## src/rtl/cmd_frame_pkg.sv

```systemverilog
// Shared constants, opcode check and FSM state types for the command frame handler.
package cmd_frame_pkg;

    localparam logic [7:0] ACK_BYTE = 8'h06;
    localparam logic [7:0] NAK_BYTE = 8'h15;

    localparam logic [7:0] OP_A = 8'h41;
    localparam logic [7:0] OP_B = 8'h42;
    localparam logic [7:0] OP_C = 8'h43;

    typedef enum logic [0:0] {
        IDLE    = 1'b0,
        PAYLOAD = 1'b1
    } rx_state_t;

    typedef enum logic [1:0] {
        TX_IDLE = 2'd0,
        TX_WAIT = 2'd1,
        TX_BUSY = 2'd2
    } tx_state_t;

    function automatic logic is_valid_op(input logic [7:0] op);
        return (op == OP_A) || (op == OP_B) || (op == OP_C);
    endfunction

endpackage

```

## src/rtl/cmd_frame_if.sv

```systemverilog
// UART-side byte handshake plus command/response outputs of the frame handler.
interface cmd_frame_if #(
    parameter int PAYLOAD_BYTES = 1
);
    logic                       rx_data_ready;
    logic [7:0]                 rx_data;
    logic                       tx_active;
    logic                       cmd_ready;
    logic [7:0]                 cmd_op;
    logic [8*PAYLOAD_BYTES-1:0] cmd_payload;
    logic                       tx_send;
    logic [7:0]                 tx_data;
    logic                       resp_overflow;

    modport master (
        output rx_data_ready, rx_data, tx_active,
        input  cmd_ready, cmd_op, cmd_payload, tx_send, tx_data, resp_overflow
    );

    modport slave (
        input  rx_data_ready, rx_data, tx_active,
        output cmd_ready, cmd_op, cmd_payload, tx_send, tx_data, resp_overflow
    );
endinterface

```

## src/rtl/cmd_resp_fifo.sv

```systemverilog
// Small synchronous FIFO for ACK/NAK bytes; a pop in the same cycle frees room for a push when full.
module cmd_resp_fifo #(
    parameter int DEPTH = 4,
    parameter int WIDTH = 8
) (
    input  logic             clk,
    input  logic             rst,
    input  logic             push_i,
    input  logic             pop_i,
    input  logic [WIDTH-1:0] din_i,
    output logic [WIDTH-1:0] dout_o,
    output logic             full_o,
    output logic             empty_o
);
    localparam int AW = $clog2(DEPTH);

    logic [WIDTH-1:0] mem_q [DEPTH];
    logic [AW:0]      wr_ptr_q, wr_ptr_d;
    logic [AW:0]      rd_ptr_q, rd_ptr_d;
    logic             do_push, do_pop;

    assign empty_o = (wr_ptr_q == rd_ptr_q);
    assign full_o  = (wr_ptr_q[AW] != rd_ptr_q[AW]) && (wr_ptr_q[AW-1:0] == rd_ptr_q[AW-1:0]);
    assign dout_o  = mem_q[rd_ptr_q[AW-1:0]];

    assign do_pop  = pop_i && !empty_o;
    assign do_push = push_i && (!full_o || do_pop);

    always_comb begin
        wr_ptr_d = wr_ptr_q;
        rd_ptr_d = rd_ptr_q;
        if (do_push) wr_ptr_d = wr_ptr_q + {{AW{1'b0}}, 1'b1};
        if (do_pop)  rd_ptr_d = rd_ptr_q + {{AW{1'b0}}, 1'b1};
    end

    always_ff @(posedge clk) begin
        if (rst) begin
            wr_ptr_q <= '0;
            rd_ptr_q <= '0;
        end else begin
            wr_ptr_q <= wr_ptr_d;
            rd_ptr_q <= rd_ptr_d;
        end
    end

    always_ff @(posedge clk) begin
        if (do_push) mem_q[wr_ptr_q[AW-1:0]] <= din_i;
    end

endmodule

```

## src/rtl/cmd_frame_handler.sv

```systemverilog
// Frames UART bytes into opcode+payload commands and queues ACK/NAK responses to UART TX.
// Define CMD_CHECKSUM_EN to require a trailing XOR checksum byte on every frame.
//   state   | meaning
//   IDLE    | waiting for an opcode byte, no timeout running
//   PAYLOAD | collecting payload (and checksum) bytes under inter-byte timeout
//   TX_IDLE | waiting for a queued response and a quiet transmitter
//   TX_WAIT | byte handed over, waiting for tx_active to rise
//   TX_BUSY | waiting for tx_active to fall
module cmd_frame_handler
    import cmd_frame_pkg::*;
#(
    parameter int PAYLOAD_BYTES  = 1,
    parameter int TIMEOUT_CYCLES = 1000,
    parameter int RESP_DEPTH     = 4
) (
    input  logic        clk,
    input  logic        rst,
    cmd_frame_if.slave  bus
);
    localparam int PW = 8 * PAYLOAD_BYTES;
`ifdef CMD_CHECKSUM_EN
    localparam int TAIL_BYTES = PAYLOAD_BYTES + 1;
`else
    localparam int TAIL_BYTES = PAYLOAD_BYTES;
`endif
    localparam int             TOW      = $clog2(TIMEOUT_CYCLES + 1);
    localparam logic [2:0]     LAST_IDX = 3'(TAIL_BYTES - 1);
    localparam logic [TOW-1:0] TO_LAST  = TOW'(TIMEOUT_CYCLES - 1);

    rx_state_t      rx_state_q, rx_state_d;
    logic [2:0]     byte_cnt_q, byte_cnt_d;
    logic [TOW-1:0] to_cnt_q, to_cnt_d;
    logic [7:0]     op_q, op_d;
    logic [PW-1:0]  payload_q, payload_d, payload_shift;
    logic           cmd_ready_q, cmd_ready_d;
    logic [7:0]     cmd_op_q, cmd_op_d;
    logic [PW-1:0]  cmd_payload_q, cmd_payload_d;
`ifdef CMD_CHECKSUM_EN
    logic [7:0]     csum_q, csum_d;
`endif

    tx_state_t      tx_state_q, tx_state_d;
    logic           tx_send_q, tx_send_d;
    logic [7:0]     tx_data_q, tx_data_d;
    logic           overflow_q, overflow_d;

    logic           push, pop, fifo_full, fifo_empty;
    logic [7:0]     push_data, fifo_dout;
    logic           frame_ok;

    // New bytes enter at the LSB end so the first payload byte finishes in the MSBs.
    assign payload_shift = PW'({payload_q, bus.rx_data});

    always_comb begin
        rx_state_d    = rx_state_q;
        byte_cnt_d    = byte_cnt_q;
        to_cnt_d      = to_cnt_q;
        op_d          = op_q;
        payload_d     = payload_q;
        cmd_ready_d   = 1'b0;
        cmd_op_d      = cmd_op_q;
        cmd_payload_d = cmd_payload_q;
        push          = 1'b0;
        push_data     = NAK_BYTE;
        frame_ok      = 1'b0;
`ifdef CMD_CHECKSUM_EN
        csum_d        = csum_q;
`endif
        case (rx_state_q)
            IDLE: begin
                to_cnt_d = '0;
                if (bus.rx_data_ready) begin
                    op_d       = bus.rx_data;
                    byte_cnt_d = '0;
                    rx_state_d = PAYLOAD;
`ifdef CMD_CHECKSUM_EN
                    csum_d     = bus.rx_data;
`endif
                end
            end
            PAYLOAD: begin
                if (bus.rx_data_ready) begin
                    to_cnt_d   = '0;
                    byte_cnt_d = byte_cnt_q + 3'd1;
`ifdef CMD_CHECKSUM_EN
                    if (byte_cnt_q != LAST_IDX) begin
                        payload_d = payload_shift;
                        csum_d    = csum_q ^ bus.rx_data;
                    end
`else
                    payload_d = payload_shift;
`endif
                    if (byte_cnt_q == LAST_IDX) begin
                        rx_state_d = IDLE;
                        byte_cnt_d = '0;
                        push       = 1'b1;
`ifdef CMD_CHECKSUM_EN
                        frame_ok      = is_valid_op(op_q) && (csum_q == bus.rx_data);
                        cmd_payload_d = frame_ok ? payload_q : cmd_payload_q;
`else
                        frame_ok      = is_valid_op(op_q);
                        cmd_payload_d = frame_ok ? payload_shift : cmd_payload_q;
`endif
                        if (frame_ok) begin
                            cmd_ready_d = 1'b1;
                            cmd_op_d    = op_q;
                            push_data   = ACK_BYTE;
                        end
                    end
                end else if (to_cnt_q == TO_LAST) begin
                    rx_state_d = IDLE;
                    to_cnt_d   = '0;
                    byte_cnt_d = '0;
                    push       = 1'b1;
                end else begin
                    to_cnt_d = to_cnt_q + TOW'(1);
                end
            end
            default: rx_state_d = IDLE;
        endcase
    end

    always_comb begin
        tx_state_d = tx_state_q;
        pop        = 1'b0;
        case (tx_state_q)
            TX_IDLE: if (!fifo_empty && !bus.tx_active) begin
                pop        = 1'b1;
                tx_state_d = TX_WAIT;
            end
            TX_WAIT: if (bus.tx_active)  tx_state_d = TX_BUSY;
            TX_BUSY: if (!bus.tx_active) tx_state_d = TX_IDLE;
            default: tx_state_d = TX_IDLE;
        endcase
        tx_send_d  = pop;
        tx_data_d  = pop ? fifo_dout : tx_data_q;
        overflow_d = overflow_q | (push && fifo_full && !pop);
    end

    always_ff @(posedge clk) begin
        if (rst) begin
            rx_state_q    <= IDLE;
            byte_cnt_q    <= '0;
            to_cnt_q      <= '0;
            op_q          <= '0;
            payload_q     <= '0;
            cmd_ready_q   <= 1'b0;
            cmd_op_q      <= '0;
            cmd_payload_q <= '0;
            tx_state_q    <= TX_IDLE;
            tx_send_q     <= 1'b0;
            tx_data_q     <= '0;
            overflow_q    <= 1'b0;
`ifdef CMD_CHECKSUM_EN
            csum_q        <= '0;
`endif
        end else begin
            rx_state_q    <= rx_state_d;
            byte_cnt_q    <= byte_cnt_d;
            to_cnt_q      <= to_cnt_d;
            op_q          <= op_d;
            payload_q     <= payload_d;
            cmd_ready_q   <= cmd_ready_d;
            cmd_op_q      <= cmd_op_d;
            cmd_payload_q <= cmd_payload_d;
            tx_state_q    <= tx_state_d;
            tx_send_q     <= tx_send_d;
            tx_data_q     <= tx_data_d;
            overflow_q    <= overflow_d;
`ifdef CMD_CHECKSUM_EN
            csum_q        <= csum_d;
`endif
        end
    end

    cmd_resp_fifo #(
        .DEPTH (RESP_DEPTH),
        .WIDTH (8)
    ) u_resp_fifo (
        .clk     (clk),
        .rst     (rst),
        .push_i  (push),
        .pop_i   (pop),
        .din_i   (push_data),
        .dout_o  (fifo_dout),
        .full_o  (fifo_full),
        .empty_o (fifo_empty)
    );

    assign bus.cmd_ready     = cmd_ready_q;
    assign bus.cmd_op        = cmd_op_q;
    assign bus.cmd_payload   = cmd_payload_q;
    assign bus.tx_send       = tx_send_q;
    assign bus.tx_data       = tx_data_q;
    assign bus.resp_overflow = overflow_q;

endmodule

```

## src/flat_wrapper.sv

```systemverilog
// flat-port wrapper written by rule: the top's interface ports become plain ports
module cmd_frame_handler_flat import cmd_frame_pkg::*;
#(
    parameter int PAYLOAD_BYTES  = 1,
    parameter int TIMEOUT_CYCLES = 1000,
    parameter int RESP_DEPTH     = 4
)
  (clk, rst, bus_rx_data_ready, bus_rx_data, bus_tx_active, bus_cmd_ready, bus_cmd_op, bus_cmd_payload, bus_tx_send, bus_tx_data, bus_resp_overflow);
  cmd_frame_if #(.PAYLOAD_BYTES(PAYLOAD_BYTES)) bus_i ();
  input  logic clk;
  input  logic rst;
  input wire logic [$bits(bus_i.rx_data_ready)-1:0] bus_rx_data_ready;
  input wire logic [$bits(bus_i.rx_data)-1:0] bus_rx_data;
  input wire logic [$bits(bus_i.tx_active)-1:0] bus_tx_active;
  output wire logic [$bits(bus_i.cmd_ready)-1:0] bus_cmd_ready;
  output wire logic [$bits(bus_i.cmd_op)-1:0] bus_cmd_op;
  output wire logic [$bits(bus_i.cmd_payload)-1:0] bus_cmd_payload;
  output wire logic [$bits(bus_i.tx_send)-1:0] bus_tx_send;
  output wire logic [$bits(bus_i.tx_data)-1:0] bus_tx_data;
  output wire logic [$bits(bus_i.resp_overflow)-1:0] bus_resp_overflow;
  assign bus_i.rx_data_ready = bus_rx_data_ready;
  assign bus_i.rx_data = bus_rx_data;
  assign bus_i.tx_active = bus_tx_active;
  assign bus_cmd_ready = bus_i.cmd_ready;
  assign bus_cmd_op = bus_i.cmd_op;
  assign bus_cmd_payload = bus_i.cmd_payload;
  assign bus_tx_send = bus_i.tx_send;
  assign bus_tx_data = bus_i.tx_data;
  assign bus_resp_overflow = bus_i.resp_overflow;
  cmd_frame_handler #(.PAYLOAD_BYTES(PAYLOAD_BYTES), .TIMEOUT_CYCLES(TIMEOUT_CYCLES), .RESP_DEPTH(RESP_DEPTH)) u_core (.clk(clk), .rst(rst), .bus(bus_i));
endmodule
```

## config.mk

```make
export PLATFORM = sky130hd
export DESIGN_NAME = cmd_frame_handler_flat
export DESIGN_NICKNAME = d
export VERILOG_FILES = /design/src/rtl/cmd_frame_pkg.sv /design/src/rtl/cmd_frame_if.sv /design/src/rtl/cmd_resp_fifo.sv /design/src/rtl/cmd_frame_handler.sv /design/src/flat_wrapper.sv
export SDC_FILE = /design/constraint.sdc
export NUM_CORES = 1
export LEC_CHECK = 0
export CORE_ASPECT_RATIO = 2
export CORE_MARGIN = 2
export CORE_UTILIZATION = 25
export CTS_CLUSTER_DIAMETER = 100
export DETAILED_ROUTE_END_ITERATION = 6
export DONT_BUFFER_PORTS = 1
export HOLD_SLACK_MARGIN = 0.03
export PLACE_DENSITY = 0.42
export SYNTH_ARGS = -nofsm -noshare
export SYNTH_HDL_FRONTEND = slang
export SYNTH_SLANG_ARGS = --single-unit
```

## constraint.sdc

```tcl
create_clock -name clk -period 4.7 [get_ports clk]
set_input_delay 1.41 -clock clk [delete_from_list [all_inputs] [get_ports clk]]
set_output_delay 1.41 -clock clk [all_outputs]
set_load 0.1 [all_outputs]
```

==> metrics.md, run 1 <==
| Metric | Value |
|---|---|
| Status | `finished clean` |
| Clock Skew | `between 0.003 and 0.004 ns` |
| Die Ht | `145 microns` |
| Area leader, netlist | `dfxtp_1` |
| CTS tree | `done` |
| Arrival @ worst endpoint | `about 1.3 ns` |
| Fmax | `between 300 and 400 MHz` |
| Vias per cell | `4.20` |
| Net Switching | `~0.28 mW` |
| Combinational fraction of design power | `4.6%` |
| Drt drc | `0` |
| Synthesis-to-layout area growth | `15.4%` |
| Sink Count | `60` |
| Int Pwr | `around 0.95 mW` |
| Register area share after synthesis | `between 50% and 60%` |
| CP Capture Type | `output pin` |
| Post-synth EDFFs | `8` |
| Net Sw Frac | `a little under a quarter` |
| Synth unique cells | `38` |
| Ports | `39` |
| Synth warnings | `0` |
| H-Tree Level Count | `3` |
| Share of cells above drive strength 1 | `8.57%` |
| Setup TNS | `0 ns` |
| Relative slew slack | `a little under a third` |
| Leading cell type by number of instances after synthesis | `dfxtp_1` |
| Per-cell routed wire length | `roughly 13 microns` |
| Rows | `approximately 50` |
| Full die area | `about 11,000 sq um` |
| Actual slew at the worst max-slew pin | `1.02 ns` |
| Worst-path clk slew | `0.05 ns` |
| Initial antenna violation count | `0` |
| FF+latch count, synth | `60` |
| Crit start category | `register` |
| Core Region | `roughly 9700 sq um` |
| Root Driver | `clkbuf_16` |
| Area contributors post-synth | `dfxtp_1 42%, edfxtp_1 9.7%, mux2i_1 9.3%` |
| Clock Power Share | `49.4%` |
| Max-cap viol count | `0` |
| Hold Buf Count CTS | `0` |
| Clk buf depth | `2` |
| Dpl hpwl | `3.49 mm` |
| PortBufs | `0` |
| Worst-path fanout max | `3` |
| ANT cells | `0` |
| Total Routed Length | `between 4 and 5 mm` |
| GP Congestion | `0.653` |
| Final antenna-violating net count | `0` |
| Die width | `74.5 microns` |
| Async set-reset flop share out of synthesis | `0%` |
| Post-Syn Area | `2490 sq um` |
| Unrepaired setup endpoints after global routing | `false` |
| Commonest cells post-synth | `52 x dfxtp_1, 46 x nor2_1, 23 x mux2i_1, 10 x inv_1` |
| Lkg Pwr | `~1.1 nW` |
| Worst setup path class | `register to output pin` |
| Hold WC Path Type | `register to register` |
| Post-CTS setup buffer count | `0` |
| Metal2 WL | `2.47 mm` |
| Total CTS buffers | `9` |
| Vias in the first global route | `roughly 1,500` |
| Overall Global Routing Usage | `9.78%` |
| Overflow after GRT | `0` |
| Final Hold Slack | `between 0.4 and 0.5 ns` |
| Total number of vias | `roughly 1,600` |
| Final Cycle Share | `about three fifths` |
| Sequential Power Share | `a little under half` |
| Top Metal Used | `met4` |
| Final Max Slew Viols | `0` |
| Initial Util | `between 20 and 30%` |
| Final setup vio count | `0` |
| Total power | `approximately 1.2 mW` |
| DRT iter0 DRCs | `61` |
| Later-pin clock latency in the skew report | `around 0.32 ns` |
| Layout Nets | `~260` |
| Metal1 wirelength | `1.84 mm` |
| Syn Inst Count | `between 200 and 250` |
| Worst vdd ir | `approximately 0.00016 V` |
| Crit path required time | `3.29 ns` |
| Min cycle time layout | `between 2 and 3 ns` |
| Synth Flop Type | `dfxtp_1` |
| CTS resizes | `0` |
| PD cells | `between 400 and 500 nW/um^2` |
| DRT Pass-1 Iters | `4` |
| Largest net degree at the start of global routing | `47` |
| Detail Route met3 WL | `roughly 330 microns` |
| Hold Fails Final Rpt | `0` |
| Filler cells | `~1,100` |
| Top cell type's share of synthesized area | `a little over two fifths` |
| Post-synthesis area per instance | `10.4 sq um` |
| First-pass GRT wire length | `about 7.8 mm` |
[metal layers]
metal	vias to the layer above	track usage (%)
li1	807	-
met1	732	9.86
met2	31	16.1
met3	14	3.06
met4	0	7.23
met5	-	0
[cell families after synthesis]
| group | Yosys count | share of synthesized area (%) |
|---|---|---|
| AOI/OAI and AO/OA | 15 | 4.33 |
| xor gates and xnor gates | 14 | 4.93 |
| adders and majority gates | 8 | 4.02 |
| buffers and inverters | 23 | 4.53 |
| DFF | 60 | 51.5 |
| muxes | 27 | 12.0 |
| other | 1 | 0.151 |
| and+or+nand+nor | 92 | 18.6 |
[cell type report]
type	instances	area, sq um	share of cell area (%)
clock buffer	14	275	9.59
clock inverter	1	5.00	0.174
inverter	10	37.5	1.31
multi-input combinational	160	1100	38.5
sequential	60	1280	44.7
tap	132	165	5.75
[power groups by stage]
stage / clock [mW] / combinational [mW] / sequential [mW]
global route: 0.654 / 0.0630 / 0.569
finish: 0.610 / 0.0573 / 0.568
CTS: 0.630 / 0.0585 / 0.568
detailed placement: 0 / 0.0584 / 0.578
floorplan: 0 / 0.0631 / 0.572
global placement: 0 / 0.0579 / 0.578
[worst paths after layout]
kind	startpoint	end	slack [ns]	cells after the start
min	u_core.to_cnt_q[0]$_SDFF_PP0_	u_core.to_cnt_q[0]$_SDFF_PP0_	0.46	1
min reg2reg	u_core.to_cnt_q[0]$_SDFF_PP0_	u_core.to_cnt_q[0]$_SDFF_PP0_	0.46	1
max	u_core.bus.tx_data[0]$_SDFFE_PP0N_	bus_tx_data[0]	1.96	0
max reg2reg	u_core.to_cnt_q[0]$_SDFF_PP0_	u_core.u_resp_fifo.wr_ptr_q[2]$_SDFFE_PP0P_	2.72	5
[cells in the final DEF, fill, tap and decap left out, types with 2 or more instances in the layout]
cell / n
mux2_2: 2
mux2i_1: 23
edfxtp_1: 8
nor2_1: 46
xnor2_1: 8
conb_1: 4
clkbuf_1: 3
nand2_1: 7
mux4_2: 2
nor3_1: 5
a2bb2oi_1: 2
and2_1: 4
nand3_1: 3
nor3b_1: 7
nand2b_1: 3
ha_1: 8
clkbuf_16: 10
nor4_1: 4
o21ai_0: 2
a21oi_1: 5
xor2_1: 6
dfxtp_1: 51
or3_1: 3
nor2b_1: 4
inv_1: 10
or4b_4: 2
[registers in the layout (all words and copies together), names as in the netlist]
signal,flops
u_core.to_cnt_q,10
u_core.bus.resp_overflow,1
u_core.tx_state_q,2
u_core.u_resp_fifo.wr_ptr_q,3
u_core.u_resp_fifo.rd_ptr_q,3
u_core.bus.cmd_op,8
u_core.op_q,8
u_core.u_resp_fifo.mem_q,8
u_core.bus.cmd_ready,1
u_core.bus.tx_data,3
u_core.bus.tx_send,1
u_core.bus.cmd_payload,8
u_core.rx_state_q,1
u_core.byte_cnt_q,3
[metrics by stage]
stage | std cells | instance area (sq um) | util (%) | worst slack (ns)
2_1_floorplan | 243 | 2500 | - | 1.92
3_3_place_gp | 362 | 2590 | 26.7 | 1.95
3_5_place_dp | 362 | 2590 | 26.7 | 1.94
4_1_cts | 377 | 2870 | 29.6 | 1.94
5_1_grt | 377 | 2870 | 29.6 | 1.93
6_report | 377 | 2870 | 29.6 | 1.96
(Power assumes the default switching activity.)
==> run 2, diff against run 1 <==
- PLACE_DENSITY: 0.42 -> 0.44
- clock period: 4.7 -> 2.21 ns (I/O delays scaled with it)
==> run 2 against run 1 <==
Net effect:
- register-to-register slack got worse by 2.3 ns
- worst setup slack got worse by 1.6 ns
- sequential cell count did not move
- global-route usage rose by 0.66 points
- total power rose by 120%
- clock power rose by 130%
- critical path type is now register to register
- critical endpoint is now u_core.bus.cmd_payload[0]$_SDFFE_PP0P_
- highest routed layer unchanged
==> metrics.md, run 2 (synthesis results as in run 1) <==
| Metric | Value |
|---|---|
| Sequential Power Share | `roughly two fifths` |
| Root Driver | `clkbuf_16` |
| Net Sw Frac | `between 20% and 30%` |
| Core Util, Final | `roughly a third` |
| PortBufs | `0` |
| GP Congestion | `slightly above 0.7` |
| Overall Global Routing Usage | `a little over a tenth` |
| DRT iter0 DRCs | `65` |
| Clk buf depth | `2` |
| Overflow after GRT | `0` |
| Largest Register | `u_core.to_cnt_q` |
| CP Capture Type | `register` |
| Final Max Slew Viols | `0` |
| Arrival @ worst endpoint | `a little over 2 ns` |
| Die Ht | `~150 microns` |
| CTS resizes | `0` |
| Min cycle time layout | `~1.8 ns` |
| Worst-path fanout max | `11` |
| Total Routed Length | `between 4 and 5 mm` |
| Die width | `roughly 75 microns` |
| R2R Path Start | `u_core.op_q[4]$_SDFFE_PP0P_` |
| Synthesis-to-layout area growth | `25.3%` |
| Final setup vio count | `0` |
| Worst-case reg-to-reg path depth | `4` |
| DRT Pass-1 Iters | `4` |
| Actual slew at the worst max-slew pin | `roughly 0.75 ns` |
| Rows | `between 50 and 60` |
| Final antenna-violating net count | `0` |
| Worst vdd ir | `between 0.0003 and 0.0004 V` |
| Later-pin clock latency in the skew report | `about 0.33 ns` |
| Max reg flops | `10` |
| ANT cells | `0` |
| Status | `finished clean` |
| Lkg Pwr | `around 1.3 nW` |
| Hold path depth | `1` |
| Leading cell types in the layout, fill and taps excluded | `51 x dfxtp_1, 46 x nor2_1, 27 x buf_4` |
| Unrepaired setup endpoints after global routing | `false` |
| Largest net degree at the start of global routing | `47` |
| H-Tree Level Count | `3` |
| Vias in the first global route | `~1,700` |
| Crit path largest cell delay | `~0.63 ns` |
| Core Region | `9700 sq um` |
| Dpl hpwl | `3.62 mm` |
| Layout Nets | `approximately 290` |
| Drt drc | `0` |
| Max-cap viol count | `0` |
| Hold WC Path Type | `input port to register` |
| Combinational fraction of design power | `7.2%` |
| Filler cells | `approximately 1,100` |
| Worst Setup SP | `u_core.op_q[4]$_SDFFE_PP0P_` |
| Dpl cell area | `about 2800 sq um` |
| Worst reg2reg setup slack | `around 0.37 ns` |
| Full die area | `between 10,000 and 15,000 sq um` |
| Slowest CP cell | `or4b_4` |
| Per-cell routed wire length | `about 12 microns` |
| Pre-CTS WS | `~0.27 ns` |
| Final Cycle Share | `a little over four fifths` |
| Most frequent cell on the critical path | `or4b_4` |
| Hold Buf Count CTS | `0` |
| Crit start category | `register` |
| Reg-to-Reg End | `u_core.bus.cmd_payload[0]$_SDFFE_PP0P_` |
| Relative slew slack | `roughly half` |
| Fmax | `544 MHz` |
| PnR worst setup slack | `0.371 ns` |
| Worst setup path class | `register to register` |
| Setup TNS | `0 ns` |
| Crit path required time | `approximately 2.4 ns` |
| Hold Fails Final Rpt | `0` |
| Clock Skew | `between 0.004 and 0.005 ns` |
| Sink Count | `60` |
| CP Cell Sequence | `or4b_4 > or4b_4 > mux2i_1 > nor2_1` |
| Fin area | `between 3000 and 4000 sq um` |
| Vias per cell | `~4.2` |
| Ports | `39` |
| Int Pwr | `around 2.1 mW` |
| PD cells | `~890 nW/um^2` |
| First-pass GRT wire length | `8.27 mm` |
| Setup crit end | `u_core.bus.cmd_payload[0]$_SDFFE_PP0P_` |
| Share of cells above drive strength 1 | `19.0%` |
| CTS tree | `done` |
| Total number of vias | `between 1,500 and 2,000` |
| Clock Power Share | `~51%` |
| Worst-path clk slew | `~0.05 ns` |
| Post-CTS setup buffer count | `0` |
| Initial Util | `between 20% and 30%` |
| Total CTS buffers | `9` |
| Initial antenna violation count | `0` |
| Net Switching | `between 0.6 and 0.7 mW` |
| Final Hold Slack | `0.407 ns` |
| Commonest non-fill, non-tap cell in the layout | `dfxtp_1` |
[run 2: worst max-delay path, delay by kind of cell (launching register included)]
family,cells,cell delay [ns]
flops,1,0.31
mux,1,0.20
simple gates,3,1.22
[run 2: layout make-up]
type / instances / area, sq um / area share [%]
clock inverter: 4 / 46.3 / 1.49
multi-input combinational: 160 / 1100 / 35.5
sequential: 60 / 1280 / 41.2
timing repair buffer: 28 / 223 / 7.15
tap: 132 / 165 / 5.30
clock buffer: 12 / 256 / 8.23
inverter: 10 / 37.5 / 1.20
[run 2: worst min path at each step]
stage | start | end
after floorplan | u_core.to_cnt_q[0]$_SDFF_PP0_ | u_core.to_cnt_q[0]$_SDFF_PP0_
after global placement | u_core.bus.tx_data[2]$_SDFFE_PP0N_ | u_core.bus.tx_data[2]$_SDFFE_PP0N_
after detailed placement | u_core.bus.tx_data[2]$_SDFFE_PP0N_ | u_core.bus.tx_data[2]$_SDFFE_PP0N_
after CTS | rst | u_core.bus.tx_data[0]$_SDFFE_PP0N_
after global routing | rst | u_core.op_q[1]$_SDFFE_PP0P_
final | bus_tx_active | u_core.tx_state_q[0]$_SDFFE_PP0P_
[run 2: power groups by stage]
| stage | clock network, mW | logic [mW] | registers [mW] |
|---|---|---|---|
| 5_1_grt | 1.49 | 0.215 | 1.15 |
| 3_3_place_gp | 0 | 0.200 | 1.17 |
| 3_5_place_dp | 0 | 0.202 | 1.17 |
| 2_1_floorplan | 0 | 0.134 | 1.22 |
| 4_1_cts | 1.45 | 0.202 | 1.15 |
| 6_report | 1.42 | 0.199 | 1.15 |
[run 2: layer usage]
metal / track usage (%) / wire length [microns] / up-vias
met3: 3.19 / 225 / 13
li1: - / - / 869
met1: 10.2 / 1770 / 791
met4: 6.96 / 137 / 0
met2: 17.9 / 2820 / 28
met5: 0 / 0 / -
[run 2: through the flow]
step / std cells / total power [mW]
floorplan: 243 / 1.35
global placement: 390 / 1.37
detailed placement: 390 / 1.37
CTS: 406 / 2.80
global route: 406 / 2.86
finish: 406 / 2.77
